[config.mk]
export PLATFORM = sky130hd
export DESIGN_NAME = if_stage_flat
export DESIGN_NICKNAME = d
export VERILOG_FILES = /design/src/rtl/if_stage_if.sv /design/src/rtl/if_stage.sv /design/src/flat_wrapper.sv
export SDC_FILE = /design/constraint.sdc
export NUM_CORES = 1
export LEC_CHECK = 0
export CORE_MARGIN = 5
export CORE_UTILIZATION = 40
export DETAILED_ROUTE_END_ITERATION = 8
export PLACE_DENSITY = 0.66
export REMOVE_ABC_BUFFERS = 1
export SYNTH_ARGS = -nofsm -noshare
export SYNTH_HDL_FRONTEND = slang
export SYNTH_SLANG_ARGS = --single-unit
[constraint.sdc]
create_clock -name clk -period 5.5 [get_ports clk]
set_input_delay 0.55 -clock clk [delete_from_list [all_inputs] [get_ports clk]]
set_output_delay 0.55 -clock clk [all_outputs]
set_load 0.1 [all_outputs]
[src/rtl/if_stage_if.sv]
// if_stage_if: decode-side handshake, redirect bus and instruction SRAM port of the fetch stage.
interface if_stage_if #(
    parameter int PC_WIDTH    = 32,
    parameter int INSTR_WIDTH = 32
);
    logic                            id_allow_in;
    logic                            if_to_id_valid;
    logic [PC_WIDTH+INSTR_WIDTH-1:0] if_to_id_bus;
    logic [PC_WIDTH+1:0]             id_to_if_bus;
    logic                            inst_sram_req;
    logic [31:0]                     inst_sram_addr;
    logic                            inst_sram_addr_ok;
    logic                            inst_sram_data_ok;
    logic [INSTR_WIDTH-1:0]          inst_sram_rdata;

    modport master (
        input  id_allow_in, id_to_if_bus, inst_sram_addr_ok, inst_sram_data_ok, inst_sram_rdata,
        output if_to_id_valid, if_to_id_bus, inst_sram_req, inst_sram_addr
    );

    modport slave (
        output id_allow_in, id_to_if_bus, inst_sram_addr_ok, inst_sram_data_ok, inst_sram_rdata,
        input  if_to_id_valid, if_to_id_bus, inst_sram_req, inst_sram_addr
    );
endinterface

[src/rtl/if_stage.sv]
// if_stage: RV32I fetch stage; owns the PC, keeps one SRAM request in flight and
// buffers one response while decode stalls.
module if_stage #(
    parameter int                PC_WIDTH    = 32,
    parameter int                INSTR_WIDTH = 32,
    parameter logic [PC_WIDTH-1:0] RESET_PC  = 32'h8000_0000
) (
    input logic      clk,
    input logic      rst,
    if_stage_if.master io
);
    typedef enum logic [1:0] {IDLE, REQ, WAIT} state_t;

    state_t                 state_q, state_d;
    logic [PC_WIDTH-1:0]    fetch_pc_q, fetch_pc_d, req_pc_q, req_pc_d;
    logic [PC_WIDTH-1:0]    out_pc_q, out_pc_d, buf_pc_q, buf_pc_d;
    logic [INSTR_WIDTH-1:0] out_inst_q, out_inst_d, buf_inst_q, buf_inst_d;
    logic                   out_valid_q, out_valid_d, buf_valid_q, buf_valid_d;
    logic                   discard_q, discard_d;
    logic                   cancel, hs, xfer, take, unused_taken;
    logic [PC_WIDTH-1:0]    target;

    assign cancel       = io.id_to_if_bus[0];
    assign target       = io.id_to_if_bus[PC_WIDTH:1];
    assign unused_taken = io.id_to_if_bus[PC_WIDTH+1];
    assign xfer         = out_valid_q && io.id_allow_in;
    assign hs           = state_q == REQ && !buf_valid_q && io.inst_sram_addr_ok;
    assign take         = state_q == WAIT && io.inst_sram_data_ok && !discard_q && !cancel;

    assign io.inst_sram_req  = state_q == REQ && !buf_valid_q;
    assign io.inst_sram_addr = 32'(fetch_pc_q);
    assign io.if_to_id_valid = out_valid_q;
    assign io.if_to_id_bus   = {out_pc_q, out_inst_q};

    always_comb begin
        state_d     = state_q;
        fetch_pc_d  = fetch_pc_q;
        req_pc_d    = req_pc_q;
        out_valid_d = out_valid_q;
        out_pc_d    = out_pc_q;
        out_inst_d  = out_inst_q;
        buf_valid_d = buf_valid_q;
        buf_pc_d    = buf_pc_q;
        buf_inst_d  = buf_inst_q;
        discard_d   = discard_q;
        if (state_q == IDLE) state_d = REQ;
        if (hs) begin
            req_pc_d   = fetch_pc_q;
            fetch_pc_d = fetch_pc_q + PC_WIDTH'(4);
            state_d    = WAIT;
            discard_d  = cancel;
        end
        if (state_q == WAIT) begin
            if (io.inst_sram_data_ok) begin
                state_d   = REQ;
                discard_d = 1'b0;
            end else if (cancel) begin
                discard_d = 1'b1;
            end
        end
        if (xfer) begin
            out_valid_d = buf_valid_q;
            out_pc_d    = buf_pc_q;
            out_inst_d  = buf_inst_q;
            buf_valid_d = 1'b0;
        end
        // a response lands in the output slot unless it is still held by decode
        if (take && (!out_valid_q || xfer)) begin
            out_valid_d = 1'b1;
            out_pc_d    = req_pc_q;
            out_inst_d  = io.inst_sram_rdata;
        end else if (take) begin
            buf_valid_d = 1'b1;
            buf_pc_d    = req_pc_q;
            buf_inst_d  = io.inst_sram_rdata;
        end
        if (cancel) begin
            out_valid_d = 1'b0;
            buf_valid_d = 1'b0;
            fetch_pc_d  = target;
        end
    end

    always_ff @(posedge clk or posedge rst) begin
        if (rst) begin
            state_q     <= IDLE;
            fetch_pc_q  <= RESET_PC;
            req_pc_q    <= RESET_PC;
            out_valid_q <= 1'b0;
            out_pc_q    <= '0;
            out_inst_q  <= '0;
            buf_valid_q <= 1'b0;
            buf_pc_q    <= '0;
            buf_inst_q  <= '0;
            discard_q   <= 1'b0;
        end else begin
            state_q     <= state_d;
            fetch_pc_q  <= fetch_pc_d;
            req_pc_q    <= req_pc_d;
            out_valid_q <= out_valid_d;
            out_pc_q    <= out_pc_d;
            out_inst_q  <= out_inst_d;
            buf_valid_q <= buf_valid_d;
            buf_pc_q    <= buf_pc_d;
            buf_inst_q  <= buf_inst_d;
            discard_q   <= discard_d;
        end
    end
endmodule

[src/flat_wrapper.sv]
// flat-port wrapper written by rule: the top's interface ports become plain ports
module if_stage_flat 
#(
    parameter int                PC_WIDTH    = 32,
    parameter int                INSTR_WIDTH = 32,
    parameter logic [PC_WIDTH-1:0] RESET_PC  = 32'h8000_0000
)
  (clk, rst, io_id_allow_in, io_id_to_if_bus, io_inst_sram_addr_ok, io_inst_sram_data_ok, io_inst_sram_rdata, io_if_to_id_valid, io_if_to_id_bus, io_inst_sram_req, io_inst_sram_addr);
  if_stage_if #(.PC_WIDTH(PC_WIDTH), .INSTR_WIDTH(INSTR_WIDTH)) io_i ();
  input logic clk;
  input logic rst;
  input wire logic [$bits(io_i.id_allow_in)-1:0] io_id_allow_in;
  input wire logic [$bits(io_i.id_to_if_bus)-1:0] io_id_to_if_bus;
  input wire logic [$bits(io_i.inst_sram_addr_ok)-1:0] io_inst_sram_addr_ok;
  input wire logic [$bits(io_i.inst_sram_data_ok)-1:0] io_inst_sram_data_ok;
  input wire logic [$bits(io_i.inst_sram_rdata)-1:0] io_inst_sram_rdata;
  output wire logic [$bits(io_i.if_to_id_valid)-1:0] io_if_to_id_valid;
  output wire logic [$bits(io_i.if_to_id_bus)-1:0] io_if_to_id_bus;
  output wire logic [$bits(io_i.inst_sram_req)-1:0] io_inst_sram_req;
  output wire logic [$bits(io_i.inst_sram_addr)-1:0] io_inst_sram_addr;
  assign io_i.id_allow_in = io_id_allow_in;
  assign io_i.id_to_if_bus = io_id_to_if_bus;
  assign io_i.inst_sram_addr_ok = io_inst_sram_addr_ok;
  assign io_i.inst_sram_data_ok = io_inst_sram_data_ok;
  assign io_i.inst_sram_rdata = io_inst_sram_rdata;
  assign io_if_to_id_valid = io_i.if_to_id_valid;
  assign io_if_to_id_bus = io_i.if_to_id_bus;
  assign io_inst_sram_req = io_i.inst_sram_req;
  assign io_inst_sram_addr = io_i.inst_sram_addr;
  if_stage #(.PC_WIDTH(PC_WIDTH), .INSTR_WIDTH(INSTR_WIDTH), .RESET_PC(RESET_PC)) u_core (.clk(clk), .rst(rst), .io(io_i));
endmodule
# Yosys cells after proc, flatten, opt, wreduce, memory -nomap -nowiden
# Index checks and enable logic that the tools add are counted.
# totals
word_cells	52
out_inout_bits	98
reg_bits	197
# classes
n_mux	21
n_bitwise	1
reduce_logical	17
n_eq_ne	2
n_addsub	1
# op_table
op	count
$mux 32	6
$add 32x3->32 const B	1
$mux 1	11
$mux 2	4
$logic_and 1x1->1	7
$logic_not 1->1	4
$reduce_bool 2->1	2
$reduce_bool 3->1	1
$eq 2x1->1 const B	1
$eq 2x2->1 const B	1
$logic_not 2->1	1
$reduce_and 2->1	1
$logic_or 1x1->1	1
$not 1->1	1

# Logic depth before layout (Yosys ltp)
# Gate-level depths: netlist (run 1).
# depth
ltp_word	7
ltp_mapped	7
ltp_nobuf	4

# Worst setup path after synthesis (run 1)
# OpenSTA, ideal clock, no wires.
# synth_timing
kind	register -> register
from	reg u_core.state_q[1]
to	reg u_core.discard_q
synth_period_minus_slack_ps	3299
required_ps	5370
path_slack_ps	2201
setup_ps	130
stages_incl_launch_ff	5
path_buffers	0
arrival_ps	3169
cell_sequence	dfrtp_1 nor3b_1 nand2_1 a21oi_1 a211oi_1
# synth_between
elab_chain_cells	7
word_cells_on_any_way	8
classes_between	eq/ne (2); mux (4); reduce/logical (2)
# synth_lines
item	line	source
start: declaration	if_stage.sv:14	state_t state_q, state_d;
start signal: assignment	if_stage.sv:97	state_q <= state_d;
$eq 2x1->1 (*)	-	
$logic_and 1x1->1 (*)	-	
net io_inst_sram_req	flat_wrapper.sv:19	output wire logic [$bits(io_i.inst_sram_req)-1:0] io_inst_sram_req;
$logic_and 1x1->1 (*)	if_stage.sv:27	assign hs = state_q == REQ && !buf_valid_q && io.inst_sram_addr_ok;
$mux 1 (*)	if_stage.sv:47	if (hs) begin
$mux 1	if_stage.sv:57	end else if (cancel) begin
$mux 1	if_stage.sv:54	if (io.inst_sram_data_ok) begin
$mux 1 (*)	if_stage.sv:53	if (state_q == WAIT) begin
net u_core.discard_d	if_stage.sv:19	logic discard_q, discard_d;
end signal: assignment	if_stage.sv:106	discard_q <= discard_d;
end: declaration	if_stage.sv:19	
# The timed path passes the listed nets; every way through them passes the cells marked *.
# A chain may end at the register's enable or synchronous reset.

# Final worst setup path (run 1)
# layout_timing
from	reg u_core.out_valid_q, in the netlist u_core.io.if_to_id_valid
to	out io_if_to_id_valid
# layout_lines
item	line	source
start: declaration	if_stage.sv:18	logic out_valid_q, out_valid_d, buf_valid_q, buf_valid_d;
start signal: assignment	if_stage.sv:100	out_valid_q <= out_valid_d;
end: declaration	flat_wrapper.sv:17	output wire logic [$bits(io_i.if_to_id_valid)-1:0] io_if_to_id_valid;
# No word-level cell between the ends.

==> impl_metrics.ini, run 1 <==
[synthesis]
yosysTopAreaCell = dfrtp_1
ys_types = 48
synth_cells = 842
synthTopCellsByArea = dfrtp_1 53%, mux2_2 12%, inv_1 3.3%
ys_seq_area_share_pct = 53.4
postSynthAreaPerCell_um2 = 11.0
synth.most_common_cell = dfrtp_1
yosysTopAreaCellShare_pct = 52.8
synth_flop_cell = dfrtp_1
synth_edf_count = 0
async_reset_ff_share_pct = 100
synth_warnings = 0
synth_common_cells = 195 x dfrtp_1, 98 x mux2_2, 82 x inv_1
syn_area_um2 = 9240
ys_ff_latch = 197

[timing]
fin_crit_sh_pct = 61.2
finalCriticalPeriod_ns = 3.36
hold_viol = 0
worstMarginPinSlew_ns = 1.14
fmax_mhz = 297
setup_viol = 0
skew_ns = 0.0142
maxSlewHeadroom_pct = 23.5
slew_violations = 0
rsz0062_at_grt = false
fin_ws_ns = 2.14
fin_setup_tns_ns = 0

[global_routing]
antenna_found_initial = 0
grt_first_pass_wirelength_mm = 39.0
grt_max_degree = 124
grt_pass1_vias = 7174
grt_remaining_overflow = 0
grt_usage_pct = 18.5

[power]
p_leak_nw = 4.88
vdd_drop_max_v = 0.000394
total_power_mw = 6.70
powerDensity_nw_per_um2 = 573

[drt]
drt_iter0_markers = 380
avgViaCountPerCell = 5.59
vias = 7129
ant_nets = 0
drt_wl_total_mm = 24.3
routedWlPerCell_um = 19.1
post-route-drc-count = 0
first_pass_iters = 5

[clocking]
cts_htree_levels = 4
clkLatencyLatePin_ns = 0.43
clockBufferDepth = 2
cts_resized = 0
cts_buffers = 17
postCtsSetupBuffers = 0
clock-root-buffer = clkbuf_16
clk_pin_slew_worst_paths_ns = 0.07
holdBufCountCts = 0
cts_tree = done
cts.sinks = 197

[layout]
seq_area_um2 = 4930
num-nets-final = 1049
stdcell_area_um2 = 11700
n_antenna_cell = 0
multi_input_area_um2 = 3760
num-fill-cells = 2013
drive_above_1_share_pct = 16.6
syn_to_final_growth_pct = 26.6

[min_path]
hold_path.class = reg2reg
hold_path.startpoint = u_core.buf_pc_q[4]$_DFFE_PP0P_
hold_depth = 1

[floorplanning]
io_pins = 169
fp.dieW_um = 162
dieArea_um2 = 26200
core_area_um2 = 22700
die_h_um = 162
start_util_pct = 40.7
rows = 55

[setup_path]
critPathRequiredTime_ns = 4.95
worstSetupStartpoint = u_core.io.if_to_id_valid$_DFFE_PP0P_
cp-end-kind = output port
cp-start-kind = register
worstPathArrival_ns = 2.81
critPathMaxFanout = 31
timing.rr.start = u_core.state_q[1]$_DFF_PP0_
r2r_cells = 5
path_class = reg2out

[run]
cap_violations = 0

[place]
io_buffer_count = 167
postPlaceCellArea_um2 = 11100
place_congestion = 0.755
dp_hpwl_mm = 15.0
pre_cts_slack_ns = 2.03

[run_status]
status = completed
-- worst max-delay path: stages, from the launching register on --
cell             delay, ns
dfrtp_2               0.72
buf_4                 0.44
clkdlybuf4s50_1       1.21
-- cell usage in the layout, fill, tap and decap left out, types with 17 or more instances in the layout --
| master | instances |
|---|---|
| a211oi_1 | 31 |
| o211ai_1 | 38 |
| o21ai_0 | 26 |
| nor2_1 | 63 |
| nand3_1 | 36 |
| a31oi_1 | 17 |
| nand2_1 | 25 |
| a221oi_1 | 31 |
| or4_1 | 17 |
| clkbuf_16 | 17 |
| inv_1 | 81 |
| clkdlybuf4s50_1 | 165 |
| a21boi_0 | 33 |
| a221o_1 | 18 |
| dfrtp_1 | 194 |
| mux2_2 | 98 |
-- registers in the layout (all words and copies together), names as in the netlist --
signal,cells
u_core.io.if_to_id_valid,1
u_core.out_inst_q,32
u_core.io.inst_sram_addr,32
u_core.buf_valid_q,1
u_core.buf_pc_q,32
u_core.req_pc_q,32
u_core.buf_inst_q,32
u_core.out_pc_q,32
u_core.state_q,2
u_core.discard_q,1
-- routing by layer --
metal	wire length (um)	global-route usage, %	vias to the layer above
met5	0	0	-
met4	407	5.61	0
met3	940	3.10	24
met2	11700	29.6	166
met1	11300	25.9	3591
li1	-	-	3348
-- path summary, 6_finish.rpt --
kind,to,slack [ns]
setup reg to reg,u_core.io.inst_sram_addr[25]$_DFFE_PP0P_,2.63
hold / removal,u_core.buf_pc_q[4]$_DFFE_PP0P_,0.51
max in group asynchronous,u_core.buf_inst_q[0]$_DFFE_PP0P_,3.69
setup / recovery,io_if_to_id_valid,2.14
hold reg to reg,u_core.buf_pc_q[4]$_DFFE_PP0P_,0.51
min in group asynchronous,u_core.out_pc_q[13]$_DFFE_PP0P_,0.70
-- cell families (layout without fill, tap and decap cells) --
| logic type | after synthesis | count (layout) | synth area share (%) |
|---|---|---|---|
| AO/OA/AOI/OAI | 215 | 215 | 17.4 |
| flip-flops | 197 | 197 | 53.4 |
| AND/OR/NAND/NOR | 177 | 177 | 9.78 |
| buffers and inverters | 146 | 294 | 6.62 |
| multiplexers | 99 | 99 | 12.1 |
| XOR/XNOR | 7 | 7 | 0.664 |
| adder cells (fa/ha/maj) | 1 | 1 | 0.135 |
-- per-stage QoR --
| stage | util [%] | hold slack (ns) | instances |
|---|---|---|---|
| finish | 51.5 | 0.507 | 1275 |
| floorplan | - | 0.480 | 779 |
| detailed placement | 49.0 | 0.493 | 1243 |
| CTS | 51.5 | 0.505 | 1275 |
| global placement | 49.0 | 0.486 | 1243 |
| global route | 51.5 | 0.517 | 1275 |
-- power by group --
group	switching (mW)	internal (mW)	leakage (nW)	total (mW)
logic	2.41	0.887	2.17	3.30
registers	0.315	1.86	2.44	2.17
clock network	0.595	0.639	0.272	1.23
-- final cells by class --
class | count | area share (%)
Clock buffer | 17 | 3.64
Clock inverter | 15 | 1.26
Inverter | 83 | 2.73
Multi-Input combinational cell | 499 | 32.1
Sequential cell | 197 | 42.2
Tap cell | 285 | 3.05
Timing Repair Buffer | 179 | 15.0
Power figures use the tool's default switching activity.
==> run 2, diff against run 1 <==
--- a/config.mk
+++ b/config.mk
@@ -8,7 +8,6 @@
 export CORE_MARGIN = 5
 export CORE_UTILIZATION = 40
 export DETAILED_ROUTE_END_ITERATION = 8
-export PLACE_DENSITY = 0.66
 export REMOVE_ABC_BUFFERS = 1
 export SYNTH_ARGS = -nofsm -noshare
 export SYNTH_HDL_FRONTEND = slang
==> constraint.sdc (replaced) <==
create_clock -name clk -period 3.2 [get_ports clk]
set_input_delay 0.32 -clock clk [delete_from_list [all_inputs] [get_ports clk]]
set_output_delay 0.32 -clock clk [all_outputs]
set_load 0.1 [all_outputs]
==> run 2 against run 1 <==
- combinational power grew 72%
- total power grew 71%
- worst hold slack lost 0.18 ns
- final cell count grew 0.71%
- sequential power grew 72%
- flip-flop and latch count is the same
- register-to-register slack lost 1.9 ns
- clock power grew 68%
- critical endpoint is now u_core.buf_inst_q[12]$_DFFE_PP0P_
- highest routed layer unchanged
==> impl_metrics.ini, run 2 (same netlist as run 1, synthesis figures left out) <==
[power]
p_leak_nw = 4.95
powerDensity_nw_per_um2 = 977
vdd_drop_max_v = 0.000741

[drt]
drt_wl_total_mm = 24.4
first_pass_iters = 4
ant_nets = 0
post-route-drc-count = 0
vias = 7158
drt_iter0_markers = 382
avgViaCountPerCell = 5.57
routedWlPerCell_um = 19.0

[layout]
stdcell_area_um2 = 11800
final_common_cell = dfrtp_1
final_core_util_pct = 51.8
n_antenna_cell = 0
seq_area_um2 = 4930
num-fill-cells = 2059
final_cell_mix = 194 x dfrtp_1, 151 x clkdlybuf4s50_1, 98 x mux2_2, 81 x inv_1, 63 x nor2_1
num-nets-final = 1058
multi_input_area_um2 = 3760
drive_above_1_share_pct = 18.6
syn_to_final_growth_pct = 27.2

[clocking]
clk_pin_slew_worst_paths_ns = 0.08
holdBufCountCts = 0
clkLatencyLatePin_ns = 0.43
clockBufferDepth = 2
cts_tree = done
clock-root-buffer = clkbuf_16
cts.sinks = 197
cts_resized = 0
postCtsSetupBuffers = 0
cts_buffers = 17
cts_htree_levels = 4

[global_routing]
grt_pass1_vias = 7364
antenna_found_initial = 0
grt_max_degree = 70
grt_usage_pct = 19.1
grt_remaining_overflow = 0
grt_first_pass_wirelength_mm = 40.1

[timing]
skew_ns = 0.0130
fmax_mhz = 411
fin_crit_sh_pct = 76.0
timing.hold.ws_ns = 0.325
finalCriticalPeriod_ns = 2.43
worstMarginPinSlew_ns = 1.01
maxSlewHeadroom_pct = 32.3
hold_viol = 0
setup_viol = 0
slew_violations = 0
rsz0062_at_grt = false

[floorplanning]
core_area_um2 = 22700
fp.dieW_um = 162
start_util_pct = 40.7
die_h_um = 162
io_pins = 169
dieArea_um2 = 26200
rows = 55

[setup_path]
worstPathArrival_ns = 2.75
cp-start-kind = register
critPathMaxFanout = 37
critPathRequiredTime_ns = 3.51
cp-end-kind = register
path_class = reg2reg

[min_path]
hold_path.class = in2async

[place]
dp_hpwl_mm = 15.6
postPlaceCellArea_um2 = 11200
io_buffer_count = 167
place_congestion = 0.767

[run_status]
status = completed

[run]
cap_violations = 0
-- run 2: area by class of cell --
class,instances,share of cell area [%]
multi-input cells,499,32.0
clock buffers,20,3.80
repair buffers,188,15.5
clock inverters,12,0.969
flip-flops and latches,197,42.0
well taps,285,3.03
inverters,83,2.71
-- run 2: report_power, final --
| group | total (mW) | internal [mW] | switching [mW] |
|---|---|---|---|
| sequential | 3.74 | 3.19 | 0.552 |
| clock | 2.07 | 1.05 | 1.02 |
| combinational | 5.68 | 1.54 | 4.14 |
| total | 11.5 | 5.78 | 5.71 |
-- run 2: stage by stage --
step	instances	setup WS, ns	setup TNS (ns)	power [mW]
after CTS	1284	0.768	0	11.6
after global placement	1252	0.537	0	9.45
after global routing	1284	0.654	0	12.0
after detailed placement	1252	0.495	0	9.51
after floorplan	779	-3.39	-737.25	7.96
final	1284	0.768	0	11.5
-- run 2: path summary, 6_finish.rpt --
path	from	endpoint	slack, ns	depth (start not counted)
max	u_core.io.if_to_id_valid$_DFFE_PP0P_	u_core.buf_inst_q[12]$_DFFE_PP0P_	0.77	4
min	rst	u_core.req_pc_q[10]$_DFFE_PP0P_	0.33	2
max reg2reg	u_core.io.if_to_id_valid$_DFFE_PP0P_	u_core.buf_inst_q[12]$_DFFE_PP0P_	0.77	4
min reg2reg	u_core.buf_pc_q[8]$_DFFE_PP0P_	u_core.buf_pc_q[8]$_DFFE_PP0P_	0.51	1
max in group asynchronous	rst	u_core.out_inst_q[27]$_DFFE_PP0P_	2.09	3
min in group clk	io_id_to_if_bus[17]	u_core.io.inst_sram_addr[16]$_DFFE_PP0P_	0.44	3
-- run 2: metal layers --
layer	vias up	GRT usage [%]	wire length, um
li1	3368	-	-
met1	3612	25.7	11000
met2	156	31.7	12100
met3	22	3.32	847
met4	0	5.81	402
met5	-	0	0
-- run 2: worst max-delay path, cell delays in order, from the launching register on --
cell and delay, ns:
dfrtp_2 0.77, nand2b_1 0.27, or3_4 0.66, buf_12 0.27, mux2_2 0.30
